`config.mk`:
```
export PLATFORM = sky130hd
export DESIGN_NAME = ctrl_decode_pipe
export DESIGN_NICKNAME = d
export VERILOG_FILES = /design/src/rtl/ctrl_pkg.sv /design/src/rtl/ctrl_decode_pipe_instr_decode.sv /design/src/rtl/ctrl_decode_pipe.sv
export SDC_FILE = /design/constraint.sdc
export NUM_CORES = 1
export LEC_CHECK = 0
export CELL_PAD_IN_SITES_DETAIL_PLACEMENT = 1
export CELL_PAD_IN_SITES_GLOBAL_PLACEMENT = 1
export CORE_MARGIN = 2
export CORE_UTILIZATION = 35
export DETAILED_ROUTE_END_ITERATION = 10
export GPL_ROUTABILITY_DRIVEN = 0
export PLACE_DENSITY = 0.82
export SLEW_MARGIN = 20
export SYNTH_ARGS = -nofsm -noshare
export SYNTH_HDL_FRONTEND = slang
export SYNTH_SLANG_ARGS = --single-unit
```
`constraint.sdc`:
```
create_clock -name clk_i -period 2.9 [get_ports clk_i]
set_input_delay 0.435 -clock clk_i [delete_from_list [all_inputs] [get_ports clk_i]]
set_output_delay 0.435 -clock clk_i [all_outputs]
set_load 0.01 [all_outputs]
```
`src/rtl/ctrl_pkg.sv`:
```
// ctrl_pkg: shared definitions for the registered control decoder.
// Holds the RV32 opcode constants, the encodings of the multi-bit control
// fields and the packed control word carried through the output FIFO.
package ctrl_pkg;

    // Major opcodes recognised by the decoder (instr[6:0]).
    localparam logic [6:0] OPC_LOAD   = 7'b0000011;
    localparam logic [6:0] OPC_OP     = 7'b0110011;
    localparam logic [6:0] OPC_STORE  = 7'b0100011;
    localparam logic [6:0] OPC_OP_IMM = 7'b0010011;
    localparam logic [6:0] OPC_BRANCH = 7'b1100011;
    localparam logic [6:0] OPC_JAL    = 7'b1101111;
    localparam logic [6:0] OPC_JALR   = 7'b1100111;
    localparam logic [6:0] OPC_AUIPC  = 7'b0010111;
    localparam logic [6:0] OPC_LUI    = 7'b0110111;

    // funct7 value marking an M-extension operation on the R-type opcode.
    localparam logic [6:0] F7_MULDIV  = 7'b0000001;

    // Immediate format selector.
    typedef enum logic [2:0] {
        IMM_I = 3'b000,
        IMM_S = 3'b001,
        IMM_B = 3'b010,
        IMM_J = 3'b011,
        IMM_U = 3'b100
    } imm_src_e;

    // Source of the value written back to the register file.
    typedef enum logic [1:0] {
        RES_ALU = 2'b00,
        RES_MEM = 2'b01,
        RES_PC4 = 2'b10
    } result_src_e;

    // Coarse ALU operation class; the ALU decoder refines ALU_FUNCT.
    typedef enum logic [1:0] {
        ALU_ADD    = 2'b00,
        ALU_BRANCH = 2'b01,
        ALU_FUNCT  = 2'b10
    } alu_op_e;

    // Complete control word for one instruction.
    typedef struct packed {
        logic        reg_write;
        logic        mem_write;
        logic        cache_wen;
        logic        alu_src;
        logic        alu_a_pc;
        imm_src_e    imm_src;
        result_src_e result_src;
        alu_op_e     alu_op;
        logic        branch;
        logic        jump;
        logic        jalr;
        logic        muldiv;
        logic        illegal;
    } ctrl_word_t;

endpackage

```
`src/rtl/ctrl_decode_pipe_instr_decode.sv`:
```
// instr_decode: purely combinational main decoder, 32-bit instruction in,
// ctrl_word_t out. Build option RV32M_EN: when defined, R-type with
// funct7 = 0000001 decodes as an M-extension op and divides/remainders raise
// div_start_o; when undefined that encoding is reported as illegal.
module instr_decode
    import ctrl_pkg::*;
(
    input  logic [31:0] instr_i,
    output ctrl_word_t  word_o
`ifdef RV32M_EN
    ,
    output logic        div_start_o
`endif
);

    logic [6:0] opcode;
    logic [6:0] funct7;

    assign opcode = instr_i[6:0];
    assign funct7 = instr_i[31:25];

    // Register and immediate fields are decoded further down the pipe.
    logic unused_fields;
    assign unused_fields = ^instr_i[24:7];

    // Map opcode/funct fields to the control word.
    always_comb begin
        // NOTE: every output gets a default before the case so no path leaves
        // it unassigned, which would otherwise infer a latch.
        word_o = '0;
`ifdef RV32M_EN
        div_start_o = 1'b0;
`endif
        case (opcode)
            OPC_LOAD: begin
                word_o.reg_write  = 1'b1;
                word_o.imm_src    = IMM_I;
                word_o.alu_src    = 1'b1;
                word_o.result_src = RES_MEM;
                word_o.cache_wen  = 1'b1;
            end
            OPC_OP: begin
                if (funct7 == F7_MULDIV) begin
`ifdef RV32M_EN
                    word_o.reg_write = 1'b1;
                    word_o.alu_op    = ALU_FUNCT;
                    word_o.muldiv    = 1'b1;
                    // funct3[2] set selects DIV/DIVU/REM/REMU.
                    div_start_o      = instr_i[14];
`else
                    word_o.illegal   = 1'b1;
`endif
                end else begin
                    word_o.reg_write = 1'b1;
                    word_o.alu_op    = ALU_FUNCT;
                end
            end
            OPC_STORE: begin
                word_o.mem_write = 1'b1;
                word_o.imm_src   = IMM_S;
                word_o.alu_src   = 1'b1;
            end
            OPC_OP_IMM: begin
                word_o.reg_write = 1'b1;
                word_o.imm_src   = IMM_I;
                word_o.alu_src   = 1'b1;
                word_o.alu_op    = ALU_FUNCT;
            end
            OPC_BRANCH: begin
                word_o.branch  = 1'b1;
                word_o.imm_src = IMM_B;
                word_o.alu_op  = ALU_BRANCH;
            end
            OPC_JAL: begin
                word_o.reg_write  = 1'b1;
                word_o.jump       = 1'b1;
                word_o.imm_src    = IMM_J;
                word_o.result_src = RES_PC4;
            end
            OPC_JALR: begin
                word_o.reg_write  = 1'b1;
                word_o.jalr       = 1'b1;
                word_o.imm_src    = IMM_I;
                word_o.alu_src    = 1'b1;
                word_o.result_src = RES_PC4;
            end
            OPC_AUIPC: begin
                word_o.reg_write  = 1'b1;
                word_o.imm_src    = IMM_U;
                word_o.alu_a_pc   = 1'b1;
                word_o.alu_src    = 1'b1;
                word_o.result_src = RES_ALU;
            end
            OPC_LUI: begin
                word_o.reg_write = 1'b1;
                word_o.imm_src   = IMM_U;
                word_o.alu_src   = 1'b1;
                word_o.alu_op    = ALU_FUNCT;
            end
            default: begin
                word_o.illegal = 1'b1;
            end
        endcase
    end

endmodule

```
`src/rtl/ctrl_decode_pipe.sv`:
```
// ctrl_decode_pipe: registered main decoder. Decodes the offered instruction,
// queues the control word in a BUF_DEPTH-entry FIFO (valid/ready on both
// sides) and presents the FIFO head. Outputs are all-zero while empty.
// Build option RV32M_EN: adds the M-extension decode and a divide hold
// counter that blocks input for DIV_CYCLES-1 cycles after a divide is taken.
// BUF_DEPTH must be a power of two >= 2; DIV_CYCLES must be >= 2.
module ctrl_decode_pipe
    import ctrl_pkg::*;
#(
    parameter int BUF_DEPTH  = 2,
    parameter int DIV_CYCLES = 34,
    parameter int IMM_SRC_W  = 3
) (
    input  logic                 clk_i,
    input  logic                 rst_ni,
    input  logic                 flush_i,
    input  logic                 instr_valid_i,
    output logic                 instr_ready_o,
    input  logic [31:0]          instr_i,
    output logic                 ctrl_valid_o,
    input  logic                 ctrl_ready_i,
    output logic                 reg_write_o,
    output logic                 mem_write_o,
    output logic                 cache_wen_o,
    output logic                 alu_src_o,
    output logic                 alu_a_pc_o,
    output logic [IMM_SRC_W-1:0] imm_src_o,
    output logic [1:0]           result_src_o,
    output logic [1:0]           alu_op_o,
    output logic                 branch_o,
    output logic                 jump_o,
    output logic                 jalr_o,
    output logic                 muldiv_o,
    output logic                 illegal_o,
    output logic                 busy_o
);

    localparam int PTR_W = $clog2(BUF_DEPTH);
    localparam int CNT_W = PTR_W + 1;

    ctrl_word_t        dec_word;
    ctrl_word_t        head;
    ctrl_word_t        mem_q [BUF_DEPTH];
    logic [PTR_W-1:0]  wr_ptr_q;
    logic [PTR_W-1:0]  rd_ptr_q;
    logic [CNT_W-1:0]  count_q;
    logic              full;
    logic              push;
    logic              pop;
    logic              hold_active;

    // ------------------------------------------------------------------
    // Decode
    // ------------------------------------------------------------------
`ifdef RV32M_EN
    logic div_start;
`endif

    instr_decode u_decode (
        .instr_i     (instr_i),
        .word_o      (dec_word)
`ifdef RV32M_EN
        ,
        .div_start_o (div_start)
`endif
    );

    // ------------------------------------------------------------------
    // Handshakes
    // ------------------------------------------------------------------
    // Ready looks only at registered state plus flush, so a full FIFO does
    // not take a new word even in a cycle where the head is being popped;
    // this keeps ctrl_ready_i off the instr_ready_o path.
    assign full          = (count_q == CNT_W'(BUF_DEPTH));
    assign ctrl_valid_o  = (count_q != '0);
    assign instr_ready_o = !full && !hold_active && !flush_i;
    assign push          = instr_valid_i && instr_ready_o;
    assign pop           = ctrl_valid_o && ctrl_ready_i;

    // ------------------------------------------------------------------
    // FIFO storage
    // ------------------------------------------------------------------
    // Write the decoded word at the tail on an accepted transfer.
    // NOTE: the storage array has no reset; count_q alone says which
    // entries are live, and empty outputs are forced to zero below.
    always_ff @(posedge clk_i) begin
        if (push) begin
            mem_q[wr_ptr_q] <= dec_word;
        end
    end

    // Pointer and occupancy bookkeeping; flush overrides push and pop.
    // NOTE: state registers use non-blocking assignments so every flop
    // samples pre-edge values regardless of statement order.
    always_ff @(posedge clk_i or negedge rst_ni) begin
        if (!rst_ni) begin
            wr_ptr_q <= '0;
            rd_ptr_q <= '0;
            count_q  <= '0;
        end else if (flush_i) begin
            wr_ptr_q <= '0;
            rd_ptr_q <= '0;
            count_q  <= '0;
        end else begin
            if (push) begin
                wr_ptr_q <= wr_ptr_q + PTR_W'(1);
            end
            if (pop) begin
                rd_ptr_q <= rd_ptr_q + PTR_W'(1);
            end
            case ({push, pop})
                2'b10:   count_q <= count_q + CNT_W'(1);
                2'b01:   count_q <= count_q - CNT_W'(1);
                default: count_q <= count_q;
            endcase
        end
    end

    // ------------------------------------------------------------------
    // Divide hold
    // ------------------------------------------------------------------
`ifdef RV32M_EN
    localparam int HOLD_W = $clog2(DIV_CYCLES);

    logic [HOLD_W-1:0] hold_q;

    // Load on an accepted divide, then count down to zero; flush clears it.
    always_ff @(posedge clk_i or negedge rst_ni) begin
        if (!rst_ni) begin
            hold_q <= '0;
        end else if (flush_i) begin
            hold_q <= '0;
        end else if (push && div_start) begin
            hold_q <= HOLD_W'(DIV_CYCLES - 1);
        end else if (hold_q != '0) begin
            hold_q <= hold_q - HOLD_W'(1);
        end
    end

    assign hold_active = (hold_q != '0);
`else
    assign hold_active = 1'b0;
`endif

    assign busy_o = hold_active;

    // ------------------------------------------------------------------
    // Outputs
    // ------------------------------------------------------------------
    // Present the FIFO head, or an all-zero word when nothing is queued.
    always_comb begin
        head = '0;
        if (ctrl_valid_o) begin
            head = mem_q[rd_ptr_q];
        end
    end

    assign reg_write_o  = head.reg_write;
    assign mem_write_o  = head.mem_write;
    assign cache_wen_o  = head.cache_wen;
    assign alu_src_o    = head.alu_src;
    assign alu_a_pc_o   = head.alu_a_pc;
    assign imm_src_o    = IMM_SRC_W'(head.imm_src);
    assign result_src_o = head.result_src;
    assign alu_op_o     = head.alu_op;
    assign branch_o     = head.branch;
    assign jump_o       = head.jump;
    assign jalr_o       = head.jalr;
    assign muldiv_o     = head.muldiv;
    assign illegal_o    = head.illegal;

endmodule

```
# ---- Word-level counts from Yosys, hierarchy flattened
# Memories as Yosys holds them, arrays and structs flattened.
# Cells that the tools add are included.
dict set report word_totals {
  ff_bits 4
  ramBits 32
  in_bits 37
  output_inout_bits 20
  elab_cells 60
  mem_count 1
}
# name depth word_bits rd rd_clocked_by_memory_dff write_ports line
set memory_table {}
lappend memory_table {mem_q 2 16 1 0 1 ctrl_decode_pipe.sv:43} ;# ctrl_word_t mem_q [BUF_DEPTH];
dict set report op_classes {
  n_addsub 4
  eq_ne 13
  n_mux 24
  n_reduce_logical 15
}
# operator count
set op_table {}
lappend op_table {{7-bit by 6-bit equality test with 1-bit output, second input constant} 3}
lappend op_table {{7-bit equality test, second input constant} 3}
lappend op_table {{17-bit 2-to-1 mux} 1}
lappend op_table {{1-bit 2-to-1 mux} 15}
lappend op_table {{7-bit by 5-bit equality test with 1-bit output, second input constant} 2}
lappend op_table {{3-bit case mux with 4 select lines} 1}
lappend op_table {{6-bit OR reduction} 2}
lappend op_table {{2-bit case mux with 2 select lines} 2}
lappend op_table {{8-bit OR reduction} 1}
lappend op_table {{7-bit by 1-bit equality test with 1-bit output, second input constant} 1}
lappend op_table {{7-bit by 2-bit equality test with 1-bit output, second input constant} 1}
lappend op_table {{2-bit case mux with 3 select lines} 1}
lappend op_table {{2-bit nonzero test} 3}
lappend op_table {{2-bit OR reduction} 3}
lappend op_table {{2-bit equality test, second input constant} 2}
lappend op_table {{2-bit 2-to-1 mux} 2}
lappend op_table {{1-bit case mux with 2 select lines} 2}
lappend op_table {{1-bit logical AND} 3}
lappend op_table {{3-bit nonzero test} 1}
lappend op_table {{1-bit adder, second input constant} 2}
lappend op_table {{2-bit by 1-bit adder with 2-bit output, second input constant} 1}
lappend op_table {{2-bit by 1-bit equality test with 1-bit output, second input constant} 1}
lappend op_table {{1-bit logical NOT} 2}
lappend op_table {{2-bit by 1-bit subtractor with 2-bit output, second input constant} 1}

# ---- Depth between registers and ports, before layout
# Gate-level depths: netlist (run 1).
dict set report logic_depth {
  depth_word 7
  ltp_mapped 4
  ltp_nobuf 3
}

# ---- Hierarchy
# A second synthesis (run 1) with hierarchy kept.
dict set report hier_totals {
  hier_cells 143
  hier_area_um2 1809.2
}
# mod n_inst cells_per_inst area_per_inst_um2 seq_area_each_um2
set modules_own_cells {}
lappend modules_own_cells {ctrl_decode_pipe 1 99 1522.7 1121.1}
lappend modules_own_cells {instr_decode 1 44 286.5 0.0}

# ---- Worst setup path before layout (run 1)
# No wires, ideal clock.
dict set report synth_path {
  path_type {register -> register}
  start {reg count_q[1]}
  end {mem mem_q[0][0] (netlist name) (enable)}
  setup_ps 426
  arrival_ps 2061
  t_required_ps 2474
  slack_ps 413
  path_stages_with_launch 3
  path_buffers 0
  synth_period_minus_slack_ps 2487
  cell_sequence {dfrtp_1 nor2b_1 nor4_1}
}
dict set report synth_via {
  elab_chain_len 6
}
# element line
set synth_rtl {}
lappend synth_rtl {{start, declared} ctrl_decode_pipe.sv:46} ;# logic [CNT_W-1:0] count_q;
lappend synth_rtl {{start signal, assigned} ctrl_decode_pipe.sv:112} ;# 2'b10: count_q <= count_q + CNT_W'(1);
lappend synth_rtl {{start signal, assigned} ctrl_decode_pipe.sv:113} ;# 2'b01: count_q <= count_q - CNT_W'(1);
lappend synth_rtl {{start signal, assigned} ctrl_decode_pipe.sv:114} ;# default: count_q <= count_q;
lappend synth_rtl {{2-bit equality test} ctrl_decode_pipe.sv:74} ;# assign full = (count_q == CNT_W'(BUF_DEPTH));
lappend synth_rtl {{1-bit logical NOT} ctrl_decode_pipe.sv:76} ;# assign instr_ready_o = !full && !hold_active && !flush_i;
lappend synth_rtl {{1-bit logical AND} ctrl_decode_pipe.sv:76}
lappend synth_rtl {{1-bit logical AND} ctrl_decode_pipe.sv:77} ;# assign push = instr_valid_i && instr_ready_o;
lappend synth_rtl {{1-bit 2-to-1 mux} ctrl_decode_pipe.sv:87} ;# if (push) begin
lappend synth_rtl {{1-bit 2-to-1 mux (not written as such)} ctrl_decode_pipe.sv:88} ;# mem_q[wr_ptr_q] <= dec_word;
lappend synth_rtl {{end, declared} ctrl_decode_pipe.sv:43}
# Every way passes these cells.

# ---- Final worst setup path (run 1)
dict set report layout_path {
  start {reg rd_ptr_q}
  end {out cache_wen_o}
}
dict set report layout_via {
  elab_chain_len 2
}
# element line
set layout_rtl {}
lappend layout_rtl {{start, declared} ctrl_decode_pipe.sv:45} ;# logic [PTR_W-1:0] rd_ptr_q;
lappend layout_rtl {{start signal, assigned} ctrl_decode_pipe.sv:109} ;# rd_ptr_q <= rd_ptr_q + PTR_W'(1);
lappend layout_rtl {{memory read 2 x 16 bit} -}
lappend layout_rtl {{17-bit 2-to-1 mux} ctrl_decode_pipe.sv:153} ;# if (ctrl_valid_o) begin
lappend layout_rtl {{end, declared} ctrl_decode_pipe.sv:24} ;# output logic cache_wen_o,
# Every way passes these cells.

==> results of run 1 <==
worst min-delay path by stage:
stage | depth (start not counted) | slack [ns] | end
after CTS | 1 | 0.35 | count_q[1]
after detailed placement | 2 | 0.60 | wr_ptr_q
after global routing | 1 | 0.35 | count_q[1]
final | 1 | 0.36 | count_q[1]
after global placement | 2 | 0.56 | wr_ptr_q
after floorplan | 0 | 0.14 | count_q[0]
sequential cells by signal (all words and copies together), names as in the netlist:
register,cells
count_q,2
mem_q,30
wr_ptr_q,1
rd_ptr_q,1
per-stage QoR:
stage,cells,utilization (%)
2_1_floorplan,130,-
3_3_place_gp,216,44.75
3_5_place_dp,216,44.75
4_1_cts,224,47.03
5_1_grt,224,47.03
6_report,224,47.03
Yosys cell counts (4+ instances only):
cell,count
nor3_1,5
buf_4,5
nor2_1,22
dfrtp_1,4
edfxtp_1,30
nor4_1,4
inv_1,4
mux2i_1,16
a21oi_1,4
metal layers:
| metal | up-vias | GRT usage [%] |
|---|---|---|
| li1 | 553 | - |
| met1 | 529 | 17.43 |
| met2 | 30 | 25.13 |
| met3 | 4 | 3.453 |
| met4 | 0 | 6.996 |
| met5 | - | 0 |
worst reg2reg max path, stage by stage (launching register included):
cell	delay, ns
dfrtp_1	0.44
nor2b_1	0.23
nor2_1	0.15
and3_1	0.65
layout by cell type, fill, tap and decap left out, types with 2 or more instances in the layout:
cell,instances
clkdlybuf4s50_1,36
edfxtp_1,30
nor2_1,22
mux2i_1,16
nor3_1,5
clkbuf_8,5
inv_1,4
a21oi_1,4
dfrtp_1,4
nor4_1,3
buf_4,3
or2_2,2
nor3b_1,2
and3_1,2
and3b_1,2
nor2b_1,2
xor2_1,2
a211oi_2,2
o21ai_0,2
conb_1,2
clkbuf_1,2
logic make-up after synthesis:
| family | synth area share (%) |
|---|---|
| multiplexers | 9.573 |
| buffers and inverters | 3.740 |
| XOR/XNOR | 1.047 |
| flip-flops | 59.84 |
| AO/OA/AOI/OAI | 7.331 |
| other | 0.2242 |
| AND/OR/NAND/NOR | 18.25 |
power by group:
group | leakage [nW] | internal (W) | total (W) | switching [W]
Sequential | 0.363 | 0.000544 | 0.000552 | 0.00000837
Combinational | 0.376 | 0.0000815 | 0.000159 | 0.0000773
Clock | 0.0524 | 0.000257 | 0.000417 | 0.000161
Total | 0.791 | 0.000882 | 0.00113 | 0.000246
final cells by class:
| type | count | share of cell area (%) |
|---|---|---|
| clock buffer | 7 | 3.482 |
| clock inverter | 1 | 1.370 |
| timing repair buffer | 39 | 17.47 |
| tap | 54 | 3.082 |
| sequential | 34 | 45.66 |
| inverter | 4 | 0.6849 |
| multi-input combinational | 85 | 28.25 |
==> results.txt, run 1 <==
Row count -> 25
Mapped Cells -> 129
Placed cell areas -> 2086 sq um
Crit. End Element -> output port
Setup bufs post-CTS -> 0
FF-to-FF End -> mem_q[1][0]
Initial Utilization -> 35.89%
Post-route ant nets -> 0
Clk slew on worst S/H paths -> 0.07 ns
Register area share after synthesis -> 59.84%
# H-tree levels -> 2
Die area -> 5349 sq um
Post-DP HPWL -> 2630 um
GRT Overall Usage -> 14.75%
Post-synth ARST share -> 11.76%
GRT Residual Overflow -> 0
Setup WS post-layout -> 0.6316 ns
Global-route wire length before repair -> 5927 um
Data arrival time of the critical path -> 1.83 ns
Port Buffers -> 36
Yosys top cell area share -> 53.85%
Worst path slowest cell -> clkdlybuf4s50_1
Critical path type -> register to output port
I/O pin count -> 57
Multi-input logic area -> 619.3 sq um
CP startpoint kind -> register
Initial antenna violation count -> 0
CTS Buf Count -> 5
Worst slew pin tran -> 0.7274 ns
Root Driver -> clkbuf_8
Post-CTS Hold Buffers -> 0
Wire length per cell -> 15.80 um
Number of filler cells placed in the layout -> 495
R2r setup slk -> 1.06 ns
Worst Setup SP -> rd_ptr_q
Vias in the first global route -> 1,209
Core Box Area -> 4661 sq um
Via count -> 1,116
RSZ-0062 raised after global routing -> no
Fmax -> 0.4408 GHz
Drt via density -> 4.982
Ranking of synthesized cells by area -> edfxtp_1, mux2i_1, dfrtp_1
Total of warnings raised by yosys -> 0
Final Cell Area -> 2192 sq um
# setup viols final -> 0
# resized after CTS -> 0
Placement Setup Slack -> 0.6826 ns
Reg2reg path depth -> 3
Tcrit/Tclk final -> 78.22%
CP Max Fanout -> 12
Met2 Wirelength -> 1888 um
N_diodes -> 0
Drt total wl -> 3539 um
Synth Cell Area -> 1673 sq um
Syn avg cell area -> 12.97 sq um
Post-synth EDFFs -> 30
TritonCTS Sinks -> 34
#FFs+latches synth -> 34
Final hold violations -> 0
Slew HR -> 51.51%
Drt initial violations -> 38
Worst vdd ir -> 159.6 uV
Critical Path Sink -> cache_wen_o
Clock latency on the worst-skew pair -> 0.28 ns
CTS tree -> yes
FF/Latch Area -> 1001 sq um
Largest net degree at the start of global routing -> 17
Hold crit path type -> primary input to async pin
Outcome -> complete, no violations
Critical Path RT -> 2.47 ns
Met3 WL -> 144 um
Area leader, netlist -> edfxtp_1
Top routing layer in use -> met4
Slew Limit Fails -> 0
Number of remaining DRC errors -> 0
Layout cell share with drive strength beyond 1 -> 12.94%
Met1 Routed Length -> 1444 um
Netlist cell types -> 35
Die height -> 73.14 um
CTS Buffer Depth -> 2
Leak Pwr -> 0.7909 nW
Total power -> 0.001128 W
Crit path cell chain -> buf_4 > mux2i_1 > nor2_1 > clkdlybuf4s50_1
Min Hold Slack -> 0.3575 ns
Setup_tns -> 0 ns
Period minus WS final -> 2.268 ns
Slowest stage delay, CP -> 0.48 ns
CP Depth -> 4
Crit path max-delay family -> buffers and inverters
Worst Path Buf+Inv -> 2
Worst R2R Start -> count_q[1]
Synth Flop Type -> edfxtp_1
Total Nets Final -> 206
Max-cap violations -> 0
Die Wd -> 73.14 um
Area Overhead vs Synth -> 31.04%
Pwr/cell area -> 514.8 nW/um^2
Setup Skew -> 0.005314 ns
Pre-antenna DRT Iters -> 4
Note: power is estimated with default switching activity, not from simulation.
==> run 2: changes to the inputs <==
==> constraint.sdc (replaced) <==
create_clock -name clk_i -period 2.3 [get_ports clk_i]
set_input_delay 0.345 -clock clk_i [delete_from_list [all_inputs] [get_ports clk_i]]
set_output_delay 0.345 -clock clk_i [all_outputs]
set_load 0.01 [all_outputs]
==> results.txt, run 2 (synthesized netlist as in run 1, its figures left out) <==
Initial antenna violation count -> 0 (unchanged)
GRT Residual Overflow -> 0 (unchanged)
Number of remaining DRC errors -> 0 (unchanged)
Period minus WS final -> 2.145 ns
Critical Path RT -> 1.96 ns (was 2.47 ns)
Final hold violations -> 0 (unchanged)
CTS Buffer Depth -> 2 (unchanged)
Number of filler cells placed in the layout -> 487 (was 495)
CP startpoint kind -> register (unchanged)
Post-DP HPWL -> 2726 um (was 2630 um)
Placed cell areas -> 2101 sq um (was 2086 sq um)
Data arrival time of the critical path -> 1.80 ns (was 1.83 ns)
Placement Setup Slack -> 0.2407 ns (was 0.6826 ns)
Worst path slowest cell -> clkdlybuf4s50_1 (unchanged)
RSZ-0062 raised after global routing -> no (unchanged)
Final Cell Area -> 2187 sq um (was 2192 sq um)
Total Nets Final -> 208 (was 206)
Crit path max-delay family -> buffers and inverters (unchanged)
N_diodes -> 0 (unchanged)
Worst vdd ir -> 276.3 uV (was 159.6 uV)
Crit path cell chain -> buf_4 > mux2i_1 > nor2_1 > clkdlybuf4s50_1 (unchanged)
FF/Latch Area -> 1002 sq um (was 1001 sq um)
Met1 Routed Length -> 1467 um (was 1444 um)
Initial Utilization -> 35.89% (unchanged)
# H-tree levels -> 2 (unchanged)
Max-cap violations -> 0 (unchanged)
Pwr/cell area -> 605.5 nW/um^2 (was 514.8 nW/um^2)
Drt initial violations -> 80 (was 38)
Outcome -> complete, no violations (unchanged)
Top routing layer in use -> met4 (unchanged)
Crit. End Element -> output port (unchanged)
Met3 WL -> 176 um (was 144 um)
Setup_tns -> 0 ns (unchanged)
Hold crit path type -> primary input to async pin (unchanged)
Commonest non-fill, non-tap cell in the layout -> clkdlybuf4s50_1 (unchanged)
# setup viols final -> 0 (unchanged)
Reg2reg path depth -> 4 (was 3)
Die Wd -> 73.14 um (unchanged)
Core Box Area -> 4661 sq um (unchanged)
Clk slew on worst S/H paths -> 0.07 ns (about the same)
Die height -> 73.14 um (unchanged)
Pre-antenna DRT Iters -> 4 (unchanged)
Critical path type -> register to output port (unchanged)
Multi-input logic area -> 621.8 sq um (was 619.3 sq um)
Global-route wire length before repair -> 5685 um (was 5927 um)
CP Depth -> 4 (unchanged)
Post-CTS Hold Buffers -> 0 (unchanged)
TritonCTS Sinks -> 34 (unchanged)
Drt total wl -> 3712 um (was 3539 um)
Via count -> 1,153 (was 1,116)
Vias in the first global route -> 1,160 (was 1,209)
GRT Overall Usage -> 14.50% (was 14.75%)
Area Overhead vs Synth -> 30.74% (was 31.04%)
Largest regs -> mem_q: 30 flops, count_q: 2 flops (unchanged)
Drt via density -> 5.102 (was 4.982)
Met2 Wirelength -> 2000 um (was 1888 um)
Layout cell share with drive strength beyond 1 -> 15.70% (was 12.94%)
Slew Limit Fails -> 0 (unchanged)
Wire length per cell -> 16.42 um (was 15.80 um)
Clock latency on the worst-skew pair -> 0.29 ns (was 0.28 ns)
CP Max Fanout -> 11 (was 12)
Tcrit/Tclk final -> 93.27%
Leak Pwr -> 0.7926 nW (was 0.7909 nW)
Fmax -> 0.4661 GHz
Slowest stage delay, CP -> 0.48 ns (about the same)
Setup WS post-layout -> 0.1548 ns (was 0.6316 ns)
Row count -> 25 (unchanged)
Largest net degree at the start of global routing -> 16 (was 17)
CTS Buf Count -> 5 (unchanged)
R2r setup slk -> 0.74 ns (was 1.06 ns)
Setup Skew -> 0.003079 ns (was 0.005314 ns)
Die area -> 5349 sq um (unchanged)
Port Buffers -> 36 (unchanged)
Most frequent cells in the layout -> clkdlybuf4s50_1, edfxtp_1, nor2_1 (unchanged)
Post-route ant nets -> 0 (unchanged)
Root Driver -> clkbuf_8 (unchanged)
Worst Path Buf+Inv -> 2 (unchanged)
CTS tree -> yes (unchanged)
Number of flip-flops in the largest register -> 30 (unchanged)
I/O pin count -> 57 (unchanged)
Register bank with the most flops -> mem_q (unchanged)
-- run 2: changes by cell type in the layout (fill, tap and decap cells not counted), sizes merged --
cell    change
buf         +2
bufinv      -1
clkbuf      -1
clkinv      +2
-- run 2: layout make-up --
class | instances | share of cell area [%]
multi-input combinational | 85 | 28.43
timing repair buffer | 41 | 18.19
inverter | 4 | 0.6865
sequential | 34 | 45.82
tap | 54 | 3.089
clock inverter | 2 | 0.4577
clock buffer | 6 | 3.318
-- run 2: metal layers --
metal	GRT usage, %	vias up
met4	6.173	0
met5	0	-
li1	-	560
met3	3.729	5
met1	16.86	551
met2	25.13	37
-- run 2: timing repair --
action | 4_1_cts | 5_1_grt
gates resized for setup | 0 | 2
setup endpoints to repair | 0 | 5
buffers inserted | 0 | 0
hold endpoints to repair | 0 | 0
-- run 2: worst paths after layout --
path	from	endpoint
max in group asynchronous	rst_ni	rd_ptr_q
setup reg to reg	count_q[1]	mem_q[1][15]
min in group clk_i	wr_ptr_q	wr_ptr_q
setup / recovery	rd_ptr_q	result_src_o[0]
hold reg to reg	wr_ptr_q	wr_ptr_q
hold / removal	rst_ni	count_q[1]
-- run 2: report_power, final --
part,switching (W),internal [W],leakage (nW)
logic,0.0000982,0.000105,0.386
registers,0.0000126,0.000686,0.361
clock network,0.000213,0.000209,0.0450
total,0.000324,0.00100,0.793
-- run 2: stage by stage --
stage          total power (W)  hold slack [ns]  cells  util [%]
6_report              0.001324           0.2680    226     46.93
5_1_grt               0.001366           0.2715    226     46.93
4_1_cts               0.001334           0.2690    226     46.85
3_5_place_dp         0.0009148           0.5827    218     45.07
3_3_place_gp         0.0009048           0.5621    218     45.07
2_1_floorplan        0.0008113          0.04941    130         -
==> run 3: changes to the inputs <==
==> constraint.sdc (replaced) <==
create_clock -name clk_i -period 2.2 [get_ports clk_i]
set_input_delay 0.33 -clock clk_i [delete_from_list [all_inputs] [get_ports clk_i]]
set_output_delay 0.33 -clock clk_i [all_outputs]
set_load 0.01 [all_outputs]
==> results.txt, run 3 (synthesized netlist as in run 1, its figures left out) <==
Most frequent cells in the layout -> clkdlybuf4s50_1, edfxtp_1, nor2_1 (unchanged)
Number of filler cells placed in the layout -> 492 (was 487)
Drt total wl -> 4086 um (was 3712 um)
Reg2reg path depth -> 4 (unchanged)
Area Overhead vs Synth -> 31.34% (was 30.74%)
RSZ-0062 raised after global routing -> no (unchanged)
Hold crit path type -> primary input to async pin (unchanged)
Outcome -> complete, no violations (unchanged)
Met3 WL -> 139 um (was 176 um)
Drt initial violations -> 98 (was 80)
Initial antenna violation count -> 0 (unchanged)
Worst vdd ir -> 230.5 uV (was 276.3 uV)
Number of remaining DRC errors -> 0 (unchanged)
CTS Buf Count -> 5 (unchanged)
# H-tree levels -> 2 (unchanged)
CTS tree -> yes (unchanged)
Largest net degree at the start of global routing -> 16 (unchanged)
Final cell count without fillers -> 227 (was 226)
Worst Setup SP -> count_q[1] (was rd_ptr_q)
Register bank with the most flops -> mem_q (unchanged)
# setup viols final -> 0 (unchanged)
Largest regs -> mem_q: 30 flops, count_q: 2 flops (unchanged)
Pwr/cell area -> 628.7 nW/um^2 (was 605.5 nW/um^2)
R2r setup slk -> 0.59 ns (was 0.74 ns)
Critical Path RT -> 1.87 ns (was 1.96 ns)
FF-to-FF End -> mem_q[1][1] (was mem_q[1][15])
Data arrival time of the critical path -> 1.78 ns (was 1.80 ns)
Row count -> 25 (unchanged)
N_diodes -> 0 (unchanged)
Setup_tns -> 0 ns (unchanged)
Tcrit/Tclk final -> 95.83%
Clk slew on worst S/H paths -> 0.07 ns (about the same)
Setup Skew -> 0.01029 ns (was 0.003079 ns)
Final hold violations -> 0 (unchanged)
Top routing layer in use -> met4 (unchanged)
Worst R2R Start -> count_q[1] (unchanged)
Crit. End Element -> output port (unchanged)
Post-DP HPWL -> 2873 um (was 2726 um)
Via count -> 1,195 (was 1,153)
Slowest stage delay, CP -> 0.58 ns (was 0.48 ns)
Setup bufs post-CTS -> 0 (unchanged)
Root Driver -> clkbuf_8 (unchanged)
Fmax -> 0.4743 GHz
I/O pin count -> 57 (unchanged)
Met2 Wirelength -> 2319 um (was 2000 um)
Core Box Area -> 4661 sq um (unchanged)
Leak Pwr -> 0.7988 nW (was 0.7926 nW)
Initial Utilization -> 35.89% (unchanged)
Pre-antenna DRT Iters -> 4 (unchanged)
CP startpoint kind -> register (unchanged)
Layout cell share with drive strength beyond 1 -> 15.03% (was 15.70%)
Die height -> 73.14 um (unchanged)
Crit path cell chain -> nor2_4 > buf_4 > nor2_1 > clkdlybuf4s50_1 (was buf_4 > mux2i_1 > nor2_1 > clkdlybuf4s50_1)
Die Wd -> 73.14 um (unchanged)
Total Nets Final -> 209 (was 208)
Commonest non-fill, non-tap cell in the layout -> clkdlybuf4s50_1 (unchanged)
Die area -> 5349 sq um (unchanged)
GRT Overall Usage -> 16.55% (was 14.50%)
Global-route wire length before repair -> 6396 um (was 5685 um)
Slew Limit Fails -> 0 (unchanged)
Worst path slowest cell -> clkdlybuf4s50_1 (unchanged)
Vias in the first global route -> 1,248 (was 1,160)
CTS Buffer Depth -> 2 (unchanged)
Number of flip-flops in the largest register -> 30 (unchanged)
Wire length per cell -> 18.00 um (was 16.42 um)
TritonCTS Sinks -> 34 (unchanged)
Met1 Routed Length -> 1530 um (was 1467 um)
Clock latency on the worst-skew pair -> 0.29 ns (about the same)
CP Max Fanout -> 12 (was 11)
GRT Residual Overflow -> 0 (unchanged)
Critical path type -> register to output port (unchanged)
Placed cell areas -> 2108 sq um (was 2101 sq um)
Post-route ant nets -> 0 (unchanged)
Drt via density -> 5.264 (was 5.102)
Max-cap violations -> 0 (unchanged)
Final Cell Area -> 2197 sq um (was 2187 sq um)
Final core utilization -> 47.14% (was 46.93%)
Period minus WS final -> 2.108 ns
Port Buffers -> 36 (unchanged)
Placed instance count -> 219 (was 218)
Critical Path Sink -> cache_wen_o (was result_src_o[0])
==> run 3: changes by cell type in the layout (fill, tap and decap cells not counted), sizes merged <==
cell  previous run  this run
buf              5         6
==> run 3: metal layers <==
layer	global-route usage [%]	vias up
met5	0	-
met4	6.996	0
met3	4.282	10
met2	29.83	29
met1	18.23	597
li1	-	559
==> run 3: timing repair <==
item                                    4_1_cts  5_1_grt
resized for setup                             1        1
endpoints found under the setup margin        1        3
hold endpoints to repair                      0        0
hold buffers                                  0        0
==> run 3: stage by stage <==
| step | setup WS [ns] | hold slack, ns | power [W] |
|---|---|---|---|
| 2_1_floorplan | 0.3449 | 0.03441 | 0.0008481 |
| 3_3_place_gp | 0.2995 | 0.5493 | 0.0009486 |
| 3_5_place_dp | 0.2198 | 0.5528 | 0.0009595 |
| 4_1_cts | 0.08187 | 0.2451 | 0.001386 |
| 5_1_grt | 0.003911 | 0.2454 | 0.001433 |
| 6_report | 0.09171 | 0.2425 | 0.001381 |
==> run 3: cell type report <==
class	count	area, sq um	area share, %
Sequential cell	34	1001	45.56
Tap cell	54	67.56	3.075
Clock inverter	2	8.758	0.3986
Timing Repair Buffer	42	405.4	18.45
Clock buffer	6	72.57	3.303
Multi-Input combinational cell	85	626.9	28.53
Inverter	4	15.01	0.6834
==> run 3: worst min-delay path by stage <==
stage	from	to	slack (ns)	cells past startpoint
3_5_place_dp	rst_ni	wr_ptr_q	0.55	1
3_3_place_gp	rst_ni	wr_ptr_q	0.55	1
6_report	rst_ni	wr_ptr_q	0.24	1
5_1_grt	rst_ni	wr_ptr_q	0.25	1
4_1_cts	rst_ni	wr_ptr_q	0.25	1
2_1_floorplan	rst_ni	count_q[0]	0.03	0
==> run 3: report_power, final <==
group / internal, W / switching, W
combinational: 0.000112 / 0.000110
sequential: 0.000717 / 0.0000101
clock: 0.000217 / 0.000215
==> run 3: worst max-delay path, delay by kind of cell, from the launching register on <==
kind	cells	cell delay (ns)
buffers and inverters	2	0.77
DFF	1	0.48
and+or+nand+nor	2	0.23
